--- src/rtl/cmp_pkg.sv ---
// Shared constants and FSM state type for the serial 32-bit comparator.
package cmp_pkg;

    localparam int WORD_W = 32;

    typedef enum logic [1:0] {
        IDLE = 2'd0,
        SUB  = 2'd1,
        EVAL = 2'd2,
        DONE = 2'd3
    } state_e;

endpackage

--- src/rtl/zero_cmp32bit.sv ---
// Zero / sign detector on a 32-bit difference: eq when all bits clear, lt from the sign bit.
module zero_cmp32bit
    import cmp_pkg::*;
(
    input  logic [WORD_W-1:0] diff_i,
    output logic              eq_o,
    output logic              lt_o
);

    // Pure combinational decode; the caller registers the results.
    always_comb begin
        eq_o = (diff_i == {WORD_W{1'b0}});
        lt_o = diff_i[WORD_W-1];
    end

endmodule

--- src/rtl/serial_cmp32bit_ctrl.sv ---
// Multi-cycle 32-bit magnitude comparator: subtracts a-b one SLICE_W-bit slice per
// cycle (LSB first), then classifies the difference as lt / eq / gt.
module serial_cmp32bit_ctrl
    import cmp_pkg::*;
#(
    parameter int SLICE_W = 8
) (
    input  logic              clk,
    input  logic              reset_n,
    input  logic              start,
    input  logic [WORD_W-1:0] a,
    input  logic [WORD_W-1:0] b,
    input  logic              signed_mode,
    output logic              busy,
    output logic              done,
    output logic              lt,
    output logic              eq,
    output logic              gt
);

    localparam int N     = WORD_W / SLICE_W;
    localparam int IDX_W = (N > 1) ? $clog2(N) : 1;

    state_e              state_q;
    state_e              state_d;
    logic [WORD_W-1:0]   a_q;
    logic [WORD_W-1:0]   b_q;
    logic [WORD_W-1:0]   diff_q;
    logic                smode_q;
    logic                borrow_q;
    logic [IDX_W-1:0]    idx_q;
    logic                busy_q;
    logic                busy_d;
    logic                done_q;
    logic                done_d;
    logic                lt_q;
    logic                eq_q;
    logic                gt_q;

    logic [SLICE_W-1:0]  a_slice_s;
    logic [SLICE_W-1:0]  b_slice_s;
    logic [SLICE_W:0]    sub_s;
    logic                last_slice_s;
    logic                load_s;
    logic                zc_eq_s;
    logic                zc_lt_s;
    logic                ovf_s;
    logic                lt_s;
    logic                gt_s;

    zero_cmp32bit u_zero_cmp (
        .diff_i (diff_q),
        .eq_o   (zc_eq_s),
        .lt_o   (zc_lt_s)
    );

    // Inline slice subtractor; the extra MSB of sub_s is the borrow-out.
    always_comb begin
        a_slice_s    = a_q[idx_q*SLICE_W +: SLICE_W];
        b_slice_s    = b_q[idx_q*SLICE_W +: SLICE_W];
        sub_s        = {1'b0, a_slice_s} - {1'b0, b_slice_s} - {{SLICE_W{1'b0}}, borrow_q};
        last_slice_s = (idx_q == IDX_W'(N - 1));
        load_s       = ((state_q == IDLE) || (state_q == DONE)) && start;
    end

    // Result classification from the completed difference.
    always_comb begin
        ovf_s = (a_q[WORD_W-1] != b_q[WORD_W-1]) && (diff_q[WORD_W-1] != a_q[WORD_W-1]);
        if (smode_q) begin
            lt_s = zc_lt_s ^ ovf_s;
        end else begin
            lt_s = borrow_q;
        end
        gt_s = !lt_s && !zc_eq_s;
    end

    // FSM state register.
    always_ff @(posedge clk or negedge reset_n) begin
        if (!reset_n) begin
            state_q <= IDLE;
        end else begin
            state_q <= state_d;
        end
    end

    // FSM next-state logic.
    always_comb begin
        state_d = state_q;
        case (state_q)
            IDLE:    state_d = start ? SUB : IDLE;
            SUB:     state_d = last_slice_s ? EVAL : SUB;
            EVAL:    state_d = DONE;
            DONE:    state_d = start ? SUB : IDLE;
            default: state_d = IDLE;
        endcase
    end

    // FSM outputs, decoded from the next state so the flops line up with it.
    always_comb begin
        busy_d = (state_d == SUB) || (state_d == EVAL);
        done_d = (state_d == DONE);
    end

    // Registered status outputs.
    always_ff @(posedge clk or negedge reset_n) begin
        if (!reset_n) begin
            busy_q <= 1'b0;
            done_q <= 1'b0;
        end else begin
            busy_q <= busy_d;
            done_q <= done_d;
        end
    end

    // Operand capture and slice-serial subtraction.
    always_ff @(posedge clk or negedge reset_n) begin
        if (!reset_n) begin
            a_q      <= {WORD_W{1'b0}};
            b_q      <= {WORD_W{1'b0}};
            smode_q  <= 1'b0;
            diff_q   <= {WORD_W{1'b0}};
            borrow_q <= 1'b0;
            idx_q    <= {IDX_W{1'b0}};
        end else if (load_s) begin
            a_q      <= a;
            b_q      <= b;
            smode_q  <= signed_mode;
            borrow_q <= 1'b0;
            idx_q    <= {IDX_W{1'b0}};
        end else if (state_q == SUB) begin
            diff_q[idx_q*SLICE_W +: SLICE_W] <= sub_s[SLICE_W-1:0];
            borrow_q <= sub_s[SLICE_W];
            idx_q    <= idx_q + {{(IDX_W-1){1'b0}}, 1'b1};
        end else begin
            idx_q    <= idx_q;
        end
    end

    // Results only change on the EVAL edge and are held otherwise.
    always_ff @(posedge clk or negedge reset_n) begin
        if (!reset_n) begin
            lt_q <= 1'b0;
            eq_q <= 1'b0;
            gt_q <= 1'b0;
        end else if (state_q == EVAL) begin
            lt_q <= lt_s;
            eq_q <= zc_eq_s;
            gt_q <= gt_s;
        end else begin
            lt_q <= lt_q;
        end
    end

    assign busy = busy_q;
    assign done = done_q;
    assign lt   = lt_q;
    assign eq   = eq_q;
    assign gt   = gt_q;

endmodule

--- config.mk ---
export PLATFORM = sky130hd
export DESIGN_NAME = serial_cmp32bit_ctrl
export DESIGN_NICKNAME = d
export VERILOG_FILES = /design/src/rtl/cmp_pkg.sv /design/src/rtl/zero_cmp32bit.sv /design/src/rtl/serial_cmp32bit_ctrl.sv
export SDC_FILE = /design/constraint.sdc
export NUM_CORES = 1
export LEC_CHECK = 0
export CAP_MARGIN = 40
export CORE_MARGIN = 2
export CORE_UTILIZATION = 30
export DETAILED_ROUTE_END_ITERATION = 12
export GPL_ROUTABILITY_DRIVEN = 0
export GPL_TIMING_DRIVEN = 0
export PLACE_DENSITY = 0.61
export SLEW_MARGIN = 25
export SYNTH_ARGS = -nofsm -noshare
export SYNTH_HDL_FRONTEND = slang
export SYNTH_SLANG_ARGS = --single-unit
--- constraint.sdc ---
create_clock -name clk -period 4.6 [get_ports clk]
set_input_delay 0.92 -clock clk [delete_from_list [all_inputs] [get_ports clk]]
set_output_delay 0.92 -clock clk [all_outputs]
set_load 0.02 [all_outputs]
# After elaboration in Yosys (flattened, before gate mapping)
# Index checks and enable logic that the tools add are counted.
[classes]
add_sub_neg = 4
n_eq_ne = 9
shifts = 4
n_mux = 9
bitwise = 2
n_reduce_logical = 12
[op_table]
columns = ["cell", "n"]
rows = [
  ["$shiftx A32 B6 Y8", 2],
  ["$neg A5 Y34", 1],
  ["$shift A8 B34 Y32 const A", 1],
  ["$shiftx A8 B34 Y32", 1],
  ["$bwmux W32", 1],
  ["$logic_not A32 Y1", 1],
  ["$eq A2 B2 Y1 const B", 5],
  ["$sub A8 B8 Y9", 1],
  ["$sub A9 B1 Y9", 1],
  ["$mux W2", 3],
  ["$pmux W2 S3", 1],
  ["$eq A2 B1 Y1 const B", 2],
  ["$mux W1", 4],
  ["$logic_and A1 B1 Y1", 3],
  ["$add A2 B1 Y2 const B", 1],
  ["$logic_not A1 Y1", 2],
  ["$logic_not A2 Y1", 1],
  ["$logic_or A1 B1 Y1", 2],
  ["$ne A1 B1 Y1", 2],
  ["$reduce_and A2 Y1", 1],
  ["$reduce_bool A2 Y1", 1],
  ["$reduce_or A2 Y1", 1],
  ["$not A1 Y1", 1],
  ["$xor A1 B1 Y1", 1],
]
[totals]
regBits = 107
inputBits = 68
output_inout_bits = 5
elab_cells = 52

# Logic depth before layout (Yosys ltp)
# Gate-level depths: netlist of run 1.
[depth]
depth_word = 6
depth_mapped = 13
ltp_nobuf = 11

# Hierarchy
# Synthesis of run 1 repeated with hierarchy kept, for this count alone.
[hier_totals]
hier_cells = 341
hier_area_um2 = 4926.0
[modules_own_cells]
columns = ["module", "n_inst", "cells_each", "area_per_inst_um2", "seq_area_each_um2"]
rows = [
  ["serial_cmp32bit_ctrl", 1, 329, 4845.9, 2677.6],
  ["zero_cmp32bit", 1, 12, 80.1, 0.0],
]

# Least setup slack after synthesis of run 1
# OpenSTA, ideal clock, no wires.
[synth_timing]
kind = "register -> register"
startpoint = "register idx_q[0]"
endpoint = "register borrow_q"
setup_time_ns = 0.078
arrival_ns = 3.378
t_required_ns = 4.522
path_slack_ns = 1.144
stages_incl_launch_ff = 12
n_path_buf = 2
period_less_slack_ns = 3.456
cell_sequence = "dfrtp_1 > buf_2 > buf_2 > mux4_2 > fa_1 > fa_1 > nand2b_1 > a31o_2 > a211oi_1 > o21bai_1 > xor2_1 > a21oi_1"
[synth_via]
elab_chain_cells = 5
word_cells_on_any_way = 6
classes_between = "2 x add/sub; 2 x shift; 2 x mux"
[synth_lines]
columns = ["item", "line_no", "text"]
rows = [
  ["start, declared", "serial_cmp32bit_ctrl.sv:31", "logic [IDX_W-1:0] idx_q;"],
  ["start signal, assigned", "serial_cmp32bit_ctrl.sv:123", "idx_q <= {IDX_W{1'b0}};"],
  ["start signal, assigned", "serial_cmp32bit_ctrl.sv:129", "idx_q <= {IDX_W{1'b0}};"],
  ["start signal, assigned", "serial_cmp32bit_ctrl.sv:133", "idx_q <= idx_q + {{(IDX_W-1){1'b0}}, 1'b1};"],
  ["$shiftx A32 B6 Y8, on equally long branches", "serial_cmp32bit_ctrl.sv:59, serial_cmp32bit_ctrl.sv:60", ""],
  ["$sub A8 B8 Y9 *", "serial_cmp32bit_ctrl.sv:61", "sub_s = {1'b0, a_slice_s} - {1'b0, b_slice_s} - {{SLICE_W{1'b0}}, borrow_q};"],
  ["$sub A9 B1 Y9 *", "serial_cmp32bit_ctrl.sv:61", ""],
  ["$mux W1 *", "serial_cmp32bit_ctrl.sv:130", "end else if (state_q == SUB) begin"],
  ["$mux W1 *", "serial_cmp32bit_ctrl.sv:124", "end else if (load_s) begin"],
  ["end signal, assigned", "serial_cmp32bit_ctrl.sv:132", "borrow_q <= sub_s[SLICE_W];"],
  ["end, declared", "serial_cmp32bit_ctrl.sv:30", "logic borrow_q;"],
]
# Every way passes the cells marked *; elsewhere a longest branch is shown, timed or not. The select of a mux whose other input is x is not followed.
# A chain may end at the register's enable or synchronous reset.

# Worst setup path after layout of run 1
[layout_timing]
startpoint = "register idx_q[0]"
endpoint = "register diff_q[23]"
[layout_via]
elab_chain_cells = 5
word_cells_on_any_way = 8
classes_between = "3 x add/sub; 4 x shift; 1 x mux"
[layout_lines]
columns = ["item", "line_no", "text"]
rows = [
  ["$shiftx A32 B6 Y8, on equally long branches", "serial_cmp32bit_ctrl.sv:59, serial_cmp32bit_ctrl.sv:60", ""],
  ["$sub A8 B8 Y9", "serial_cmp32bit_ctrl.sv:61", ""],
  ["$sub A9 B1 Y9", "serial_cmp32bit_ctrl.sv:61", ""],
  ["$shiftx A8 B34 Y32", "serial_cmp32bit_ctrl.sv:131", "diff_q[idx_q*SLICE_W +: SLICE_W] <= sub_s[SLICE_W-1:0];"],
  ["$bwmux W32 *", "serial_cmp32bit_ctrl.sv:131", ""],
  ["end signal, assigned", "serial_cmp32bit_ctrl.sv:121", "diff_q <= {WORD_W{1'b0}};"],
  ["end signal, assigned by index", "serial_cmp32bit_ctrl.sv:131", ""],
  ["end, declared", "serial_cmp32bit_ctrl.sv:28", "logic [WORD_W-1:0] diff_q;"],
]
# Every way passes the cells marked *; elsewhere a longest branch is shown, timed or not.

==> impl_summary.md, run 1 <==
Critical path
For the worst setup path, the data required time is around 5 ns. The worst setup path is launched from a register. The data arrival time at the worst-slack endpoint is between 4 and 5 ns. In this run the register-to-register setup slack is around 0.6 ns. The setup path with the least slack is of type register to register. The startpoint of the worst register-to-register path is idx_q[0]. The depth of the most critical reg-to-reg path is 10. STA classifies the critical path endpoint as a register. The launch point of the worst path is idx_q[0]. Of all nets on the critical path, the largest fanout is 10. The worst register-to-register path ends at diff_q[23].

The capture point of the critical path is diff_q[23].

Logic synthesis
The number of unique standard cell types used by synthesis is 30. The most used flip-flop cell after synthesis is sky130_fd_sc_hd__dfrtp_1. The share of synthesized registers carrying an async set or reset is between 90% and 100%. The synthesis-stage register bit count is between 100 and 150. The number of flops mapped to enable cells by yosys is 0. A synthesized cell averages 14.4 sq um. The number of nets handed over by synthesis was roughly 430. After synthesis the cells add up to around 5000 sq um.

The cell count after synthesis is ~340. Of the synthesized area, sequential elements account for 54.7%. The Yosys step of the flow raised 0 warnings.

STA
The number of endpoints with negative hold slack in the final report was 0. The worst max-slew margin expressed relative to the limit is ~47%. The final period utilization is 86.8%. The transition time at the pin with the least slew margin is a little under 0.8 ns. Setup violations remaining at the end of the flow were counted as 0. The number of max-slew violations in the final report was 0. The clock period could shrink to around 4.0 ns.

Setup repair after global routing left no endpoint under its margin. The setup skew after layout is just over 0.009 ns. The maximum clock frequency is roughly 250 MHz.

Floorplanning
The core area is ~16,000 sq um. The starting density of the core is between 30% and 40%. The floorplan has 46 rows. The die height is approximately 130 um. The die area is roughly 17,000 sq um.

The top-level I/O count is between 70 and 80. In this run the horizontal extent of the chip is 132 um.

CTS
No sink is reached through more buffers than the 2 on the longest clock path. The H-tree depth is 3. For the worst-skew pair, the clock arrives at the later sink with an insertion delay of 0.36 ns. After clock tree synthesis, the clock-pin slew on the worst setup and hold paths is roughly 0.070 ns. The number of buffers added for setup after CTS is 0. The number of clock sinks is 107. In this run, CTS created clock tree buffers numbering 9.

The number of hold buffers added after CTS was 0. The library cell used as clock root buffer is sky130_fd_sc_hd__clkbuf_16. The count of cells resized by post-cts repair is 0.

TritonCTS built the clock tree.

Route
The post-detailed-route DRC marker count is 0. The detailed router finished its first iteration with between 200 and 250 violations. The final antenna-violating net count is 0.

The detailed-route vias per instance is between 4 and 5. The final layout contains routed wiring with a total length of 11,300 um. The iteration count of the initial detailed-routing pass is 4. The number of vias after detailed routing is around 3.1k.

Dividing the detail-routed wire length by the instance count gives between 15 and 20 um.

Cells and area
The antenna cell count is 0. The filler cell count is between 1.5k and 2k. The final layout contains just over 500 nets. The area growth from synthesis to final layout is 27.0%. The most common cell after layout, fill and taps aside is sky130_fd_sc_hd__dfrtp_1. The finished layout holds 646 standard cells, fillers aside.

In the layout the commonest cells are sky130_fd_sc_hd__dfrtp_1, sky130_fd_sc_hd__clkdlybuf4s50_1, sky130_fd_sc_hd__mux2_2. In the final layout, the share of cells above drive strength 1 is 25.3%.

Run
The max-cap check violation count is 0.

Global route
The aggregate global routing overflow is 0. The initial antenna violation count came to 0. The global-route wire length before repair is about 18,000 um.

The largest net degree at the start of global routing is 78. The total global routing track utilization is a little over an eighth. The via count of the first global-routing pass came to between 3k and 4k.

Placement
The count of input and output buffers is between 70 and 80. Including well taps, the total number of placed cells is between 600 and 700. The half-perimeter wire length of the detailed placement result is 8220 um.

Outcome
The run finished with clean final reports.

Worst hold path
The min-delay analysis places its worst path in the category input pin to async pin.
==> cell type report <==
type                            instances  area [sq um]  share of cell area, %
Multi-Input combinational cell        194          2080                   33.4
Inverter                               25          93.8                   1.51
Sequential cell                       107          2680                   43.1
Clock buffer                           11           233                   3.74
Buffer                                 13          52.6                  0.845
Timing Repair Buffer                   75           772                   12.4
Tap cell                              216           270                   4.35
Clock inverter                          5          40.0                  0.644
==> how the worst min path moves through the flow <==
stage                      end  slack, ns  cells past startpoint
floorplan           diff_q[25]       0.47                      1
global placement       b_q[25]       0.48                      1
detailed placement     b_q[16]       0.49                      1
CTS                    b_q[31]       0.44                      1
global route            b_q[7]       0.45                      1
finish                 b_q[31]       0.44                      1
==> sequential cells by signal, summed over array words and instances, names as in the netlist <==
register / cells
lt: 1
eq: 1
diff_q: 32
borrow_q: 1
smode_q: 1
b_q: 32
done: 1
state_q: 2
gt: 1
busy: 1
a_q: 32
idx_q: 2
==> per-stage QoR <==
stage | hold WS, ns | setup TNS [ns] | cell area, sq um | util [%] | setup slack [ns]
CTS | 0.440 | 0 | 6200 | 38.9 | 0.534
global route | 0.449 | 0 | 6220 | 39.0 | 0.352
detailed placement | 0.489 | 0 | 5920 | 37.2 | 0.536
floorplan | 0.474 | 0 | 4900 | - | 1.14
global placement | 0.482 | -144.22 | 5890 | 36.9 | -1.35
finish | 0.440 | 0 | 6220 | 39.0 | 0.606
==> synth_stat cells, types with 2 or more instances <==
library cell               instances  area [sq um]
sky130_fd_sc_hd__xnor2_1           4          35.0
sky130_fd_sc_hd__buf_1             7          26.3
sky130_fd_sc_hd__nand4_1           2          12.5
sky130_fd_sc_hd__a22o_1           32           280
sky130_fd_sc_hd__o21ai_0           4          20.0
sky130_fd_sc_hd__xor2_1            4          35.0
sky130_fd_sc_hd__clkbuf_1          3          11.3
sky130_fd_sc_hd__mux4_2           16           360
sky130_fd_sc_hd__a21oi_1           7          35.0
sky130_fd_sc_hd__inv_1            25          93.8
sky130_fd_sc_hd__nand2_1           6          22.5
sky130_fd_sc_hd__mux2_2           67           754
sky130_fd_sc_hd__buf_2             3          15.0
sky130_fd_sc_hd__nor2_1            4          15.0
sky130_fd_sc_hd__o21bai_1          3          22.5
sky130_fd_sc_hd__dfrtp_1         107          2680
sky130_fd_sc_hd__nor4b_2           3          45.0
sky130_fd_sc_hd__ha_1             20           250
sky130_fd_sc_hd__mux2i_1           2          20.0
sky130_fd_sc_hd__nor4_1            9          56.3
sky130_fd_sc_hd__fa_1              2          40.0
==> cells by family (layout without fill, tap and decap cells) <==
logic type	after synthesis	count (layout)	synth area share [%]
xor gates and xnor gates	8	8	1.43
AOI/OAI and AO/OA	53	53	8.43
muxes	85	85	23.2
and+or+nand+nor	26	26	3.37
adders and majority gates	22	22	5.93
DFF	107	107	54.7
buffers and inverters	38	129	2.99
==> critical path: stages (launching register included) <==
cell and delay [ns]:
sky130_fd_sc_hd__dfrtp_1 0.46, sky130_fd_sc_hd__buf_2 0.38, sky130_fd_sc_hd__buf_2 0.44, sky130_fd_sc_hd__mux4_2 0.58, sky130_fd_sc_hd__fa_1 0.43, sky130_fd_sc_hd__ha_1 0.29, sky130_fd_sc_hd__a211o_1 0.30, sky130_fd_sc_hd__a311oi_1 0.31
sky130_fd_sc_hd__o21bai_1 0.12, sky130_fd_sc_hd__xor2_1 0.41, sky130_fd_sc_hd__a22o_1 0.20
==> layer usage <==
layer,track usage [%],routed length (um),up-vias
met1,17.5,5060,1627
li1,-,-,1419
met4,3.26,109,0
met5,0,0,-
met2,23.1,5670,53
met3,3.96,446,10
Power of run 1 is left out: the tool's default activity adds up to more than one toggle a clock period on the data nets, which glitch-free logic cannot reach.
==> run 2, diff against run 1 <==
--- a/config.mk
+++ b/config.mk
@@ -10,7 +10,6 @@
 export CORE_UTILIZATION = 30
 export DETAILED_ROUTE_END_ITERATION = 12
 export GPL_ROUTABILITY_DRIVEN = 0
-export GPL_TIMING_DRIVEN = 0
 export PLACE_DENSITY = 0.61
 export SLEW_MARGIN = 25
 export SYNTH_ARGS = -nofsm -noshare
==> run 2 against run 1 <==
Effect of this change: fmax grew 23%; first-iteration DRC count fell by 31%; cell area is essentially flat; die area is the same; sequential cell count unchanged; clock skew is 0.0025 ns higher; non-clock buffer count fell by 6; count of clock-buffer cells in the layout shrank 1; hold slack better by 0.037 ns; highest routed layer unchanged.
==> impl_summary.md, run 2 (same netlist as run 1, synthesis figures left out) <==
Cells and area
The largest registers in the layout are a_q x32, b_q x32, diff_q x32. The proportion of layout cells with a drive suffix above 1 is a little over a quarter. The number of nets in the layout is slightly above 500. The antenna cell count is 0. The filler-free cell count of the finished design is roughly 640.

The library cell used most frequently in the layout, excluding fill and tap cells, is sky130_fd_sc_hd__dfrtp_1. The top cell types in the final layout, fill and taps aside, are sky130_fd_sc_hd__dfrtp_1, sky130_fd_sc_hd__clkdlybuf4s50_1, sky130_fd_sc_hd__mux2_2. From synthesis to final layout, the design area changed by 27.1%.

Critical path
Along the worst path, the maximum fanout reaches 18. The critical path is of the register to register type. The dominant cell type by count on the critical path is sky130_fd_sc_hd__fa_1. STA classifies the critical path endpoint as a register. The data arrival time at the worst-slack endpoint is about 3.5 ns. The cell family contributing the most delay on the critical path is adder cells.

The maximum cell stage delay along the critical path is ~0.53 ns. The slowest stage of the critical path is the sky130_fd_sc_hd__dfrtp_1 cell. The worst path required time is approximately 4.8 ns. The worst path buffer plus inverter count is 2.

For the worst flop-to-flop path, the logic depth is 11. Counting buffers and inverters, the worst setup path is 11 cells deep. The startpoint class of the critical path is a register. The signal on the critical path passes through buf_4 > mux4_2 > inv_1 > fa_1 > fa_1 > nand2b_1 > a31o_2 > a211oi_1 > o21bai_1 > xor2_1 > a21oi_1.

Outcome
The flow ran to the end, and the final reports show no timing, DRC or antenna violations.

Floorplanning
The initial utilization of the core area, before any placement, comes to between 30% and 40%. The die covers between 15,000 and 20,000 sq um. The initialized floorplan defines 46 standard-cell rows.

From left edge to right edge, the die measures roughly 130 um. The die is roughly 130 um tall. For this design the top-level I/O count stands at between 70 and 80. In this run the standard cell core region covers 15,900 sq um.

CTS
The number of clock sinks is around 110. The number of buffers added for setup after CTS is 0. The number of gates resized after CTS was 0. The total of hold buffers inserted after clock tree synthesis is 0. The clock reaches the later pin of the worst-skew pair after between 0.3 and 0.4 ns.

The number of CTS-inserted buffers is 9. TritonCTS built the clock tree. The longest clock path from root to sink contains 2 buffers. In this run the number of H-tree levels came out at 3. Clock tree synthesis selected as its root buffer the cell sky130_fd_sc_hd__clkbuf_16. The clock transition at the registers of the reported paths is 0.07 ns.

Run
The max-cap check violation count is 0.

Route
In the final routed layout, each cell accounts on average for around 16 um. The final route contains 3,017 vias. For this run, design rule violations remaining after detail routing come to 0. The detailed router finished its first iteration with roughly 150 violations. Using the TritonRoute via totals, the vias-per-cell ratio works out to 4.72. The pre-antenna-repair detailed-routing pass consisted of 4 iterations. Once detail routing completed, the nets flagged for antenna violations numbered 0. The total wire length is 10,500 um.

STA
Setup repair after global routing left no endpoint under its margin. Setup violations remaining at the end of the flow were counted as 0. The transition time at the pin with the least slew margin is just under 0.8 ns. The number of endpoints with negative hold slack in the final report was 0. The setup skew after layout is 0.0117 ns.

The maximum clock frequency is a little over 300 MHz. The number of max-slew violations in the final report was 0. The worst max-slew margin expressed relative to the limit is 47.6%.

The worst path uses between 70% and 80% of the clock period. The post-layout minimum cycle time is about 3.2 ns. The final-layout setup total negative slack is 0 ns.

Global route
The first global-routing pass estimated approximately 17,000 um of wire. The met2 demand-to-capacity share in global routing is 21.3%. For met1 alone, demand over resource in global routing was between 15 and 20%. Global routing consumed, over all layers together, 12.8% of the routing resources. The via count of the first global-routing pass is ~3.3k. The global routing stage identified its most utilized layer as met2.

The initial antenna violation count is 0. Global routing consumed, on the met3 layer, under 10% of the routing resources. After global routing the overflow that remains totals 0.

Entering global routing, the biggest net connects 55 pins.

Worst hold path
The path class of the tightest hold or removal check is input pin to async pin.

Placement
The count of input and output buffers is 72. The number of placed cells counting well taps is 621. The half-perimeter wire length of the detailed placement result is just under 8000 um.
==> run 2: layer usage <==
metal	routed length (um)	part of all wire (%)
met2	5210	50
met4	213	2.0
met3	534	5.1
met5	0	0
met1	4520	43
==> run 2: final timing paths <==
check,from,to,slack (ns)
worst max-delay path,idx_q[0],borrow_q,1.35
worst min-delay path,reset_n,diff_q[5],0.48
worst min register to register,b_q[16],b_q[16],0.50
min in group clk,b_q[16],b_q[16],0.50
worst max register to register,idx_q[0],borrow_q,1.35
max in group asynchronous,reset_n,b_q[24],3.41
==> run 2: cell type report <==
cell class	instances	area, sq um
Multi-Input combinational cell	194	2080
Timing Repair Buffer	82	821
Clock buffer	10	229
Clock inverter	5	55.1
Inverter	25	93.8
Tap cell	216	270
Fill cell	1473	9720
Sequential cell	107	2680
==> run 2: metrics by stage <==
step	instance area, sq um	utilization, %	hold WS (ns)	setup slack [ns]
after floorplan	4900	-	0.474	1.14
after global routing	6220	39.0	0.495	1.02
final	6220	39.0	0.477	1.35
after CTS	6190	38.8	0.481	1.27
after detailed placement	5910	37.1	0.490	1.29
after global placement	5880	36.9	0.483	1.35
Power of run 2 is left out for the same reason.
==> run 3, diff against run 2 <==
==> constraint.sdc (replaced) <==
create_clock -name clk -period 3 [get_ports clk]
set_input_delay 0.6 -clock clk [delete_from_list [all_inputs] [get_ports clk]]
set_output_delay 0.6 -clock clk [all_outputs]
set_load 0.02 [all_outputs]
==> run 3 against run 2 <==
Effect of this change: hold slack worse by 0.41 ns; register-to-register slack worse by 1.1 ns; critical path depth is 1 higher; setup slack worse by 1.1 ns; non-clock buffer count is 8 higher; critical path type unchanged; critical endpoint unchanged; highest routed layer unchanged.
==> impl_summary.md, run 3 (same netlist as run 1, synthesis figures left out) <==
CTS
The total of hold buffers inserted after clock tree synthesis is 0. Buffers inserted during clock tree synthesis total 9. The library cell used as clock root buffer is sky130_fd_sc_hd__clkbuf_16. Clock latency on the worst-skew pair, taken at its later pin, is 0.35 ns. TritonCTS built the clock tree. Counting along the longest clock path gives a buffer depth of 2.

The H-tree was split into 3 levels. The number of clock sinks is around 110. After clock tree synthesis, the clock-pin slew on the worst setup and hold paths is 0.07 ns.

Route
The first detailed-routing pass ran for 5 iterations. The post-detailed-route DRC marker count is 0. The routed wire length per instance is roughly 17 um.

Summing over every cut layer, the via total after detailed routing is roughly 3.1k. The initial detailed-routing violation count is between 100 and 150. Once detail routing completed, the nets flagged for antenna violations numbered 0.

The detailed-route vias per instance is 4.82. The total wire length is roughly 11,000 um.

Critical path
At the worst endpoint, the arrival time is between 3 and 4 ns. The reg-to-reg endpoint is borrow_q. The element type at the critical path end is a register. The dominant cell type by count on the critical path is sky130_fd_sc_hd__ha_1. The kind of critical path is register to register. Together, buffers and inverters on the worst path number 3. The startpoint of the worst register-to-register path is idx_q[0]. In this design, the largest share of critical-path delay is due to compound AO/OA/AOI/OAI gates. The peak fanout along the critical path is 9. The largest individual stage delay along the critical path comes from the cell sky130_fd_sc_hd__dfrtp_2. For flop-to-flop paths, the worst setup slack is ~0.21 ns. The critical path depth in cells is 12.

The worst path required time is 3.28 ns. Walking the worst path, the cells encountered are buf_12 > buf_4 > mux4_2 > ha_1 > inv_1 > ha_1 > a21o_1 > a31o_2 > a211oi_2 > o21bai_1 > xor2_1 > a21oi_1. The maximum cell stage delay along the critical path is around 0.44 ns.

The startpoint class of the critical path is a register. The capture point of the critical path is borrow_q. Measured in cells, the most critical reg-to-reg path has a length of 12.

The launch point of the worst path is idx_q[0].

Floorplanning
The core area is approximately 16,000 sq um. The die covers ~17,000 sq um. The starting density of the core is between 30% and 40%. The top-level I/O count is 73. The standard-cell row count is 46. The floorplan step set the die height to ~130 um. In this run the horizontal extent of the chip is 132 um.

Global route
For this run, the total global-route usage over all layers was measured as between 10% and 20%. The largest net degree at the start of global routing is slightly below 60. The via count of the first global-routing pass is around 3.3k. The total overflow left after global routing is 0. The global-route wire length before repair is 17,700 um. The initial antenna violation count came to 0.

STA
The maximum clock frequency is roughly 360 MHz. The number of max-slew violations in the final report is 0. The number of endpoints with negative hold slack in the final report is 0.

Setup repair after global routing left no endpoint under its margin. After routing, the total negative slack on setup checks comes to 0 ns. The final critical path takes up 93.0% of the cycle. Measured against its own limit, the worst slew margin works out to a little under half.

The setup skew after layout is between 0.009 and 0.01 ns. The transition time at the pin with the least slew margin is 0.802 ns. The total of endpoints with negative setup slack in the final report is 0. The post-layout minimum cycle time is roughly 2.8 ns.

Run
The max-cap check violation count is 0.

Cells and area
Fill cells in the final layout number around 1.5k. The final layout contains slightly above 500 nets. The post-route netlist has between 20% and 30% of its cells at a drive strength greater than 1. The library cell used most frequently in the layout, excluding fill and tap cells, is sky130_fd_sc_hd__dfrtp_1. The area of combinational cells with multiple inputs is roughly 2100 sq um. In the final layout, the registers with the most flip-flops are a_q x32, b_q x32, diff_q x32. The area growth from synthesis to final layout is 29.6%. The register area is roughly 2700 sq um.

The antenna cell count is 0. In the layout the commonest cells are sky130_fd_sc_hd__dfrtp_1, sky130_fd_sc_hd__clkdlybuf4s50_1, sky130_fd_sc_hd__mux2_2.

Placement
The HPWL after detailed placement is 8020 um. Input and output buffers added on the ports amount to 72.

Worst hold path
The class of the tightest hold or removal check is input pin to async pin.

Outcome
The flow ran to the end, and the final reports show no timing, DRC or antenna violations.
-- run 3: changes by cell type in the layout (fill, tap and decap cells not counted), sizes merged --
| cell | before | now |
|---|---|---|
| buf | 11 | 19 |
| clkbuf | 10 | 12 |
| clkinvlp | 2 | 0 |
| clkinv | 2 | 3 |
-- run 3: layer usage --
layer	global-route usage [%]	part of all wire, %	wire length [um]
met3	2.96	3.4	366
met4	5.31	2.0	219
met5	0	0	0
met2	21.8	50	5460
met1	16.8	44	4830
-- run 3: layout make-up --
type	instances	share of cell area, %
clock buffer	12	4.04
clock inverter	4	0.769
inverter	25	1.48
multi-input combinational	194	33.1
sequential	107	42.2
tap	216	4.26
timing repair buffer	90	14.2
-- run 3: worst min path at each step --
stage | start | end | slack, ns | cells past startpoint
floorplan | reset_n | a_q[0] | 0.30 | 0
finish | reset_n | diff_q[5] | 0.06 | 1
detailed placement | diff_q[10] | diff_q[10] | 0.49 | 1
CTS | reset_n | diff_q[9] | 0.35 | 1
global placement | a_q[3] | a_q[3] | 0.49 | 1
global route | reset_n | diff_q[4] | 0.05 | 1
-- run 3: worst reg2reg max path: cells and delay by family (launching register included) --
| family | cells | cell delay (ns) |
|---|---|---|
| AOI/OAI and AO/OA | 5 | 0.90 |
| xor gates and xnor gates | 1 | 0.15 |
| adders and majority gates | 2 | 0.64 |
| buffers and inverters | 3 | 0.32 |
| DFF | 1 | 0.44 |
| muxes | 1 | 0.27 |
-- run 3: metrics by stage --
step,utilization [%],hold WS [ns],cell area (sq um),std cells,setup WS [ns]
final,39.8,0.0633,6350,648,0.209
after global routing,39.8,0.0542,6350,648,0.0324
after CTS,39.4,0.347,6270,642,0.101
after detailed placement,37.4,0.493,5970,626,0.128
after global placement,37.4,0.485,5970,626,0.169
after floorplan,-,0.304,4930,339,-0.0151
-- run 3: timing repair --
action | in CTS | in global routing
gates resized for setup | 0 | 3
buffers inserted | 0 | 5
hold endpoints to repair | 0 | 0
endpoints found under the setup margin | 0 | 9
Power of run 3 is left out for the same reason.
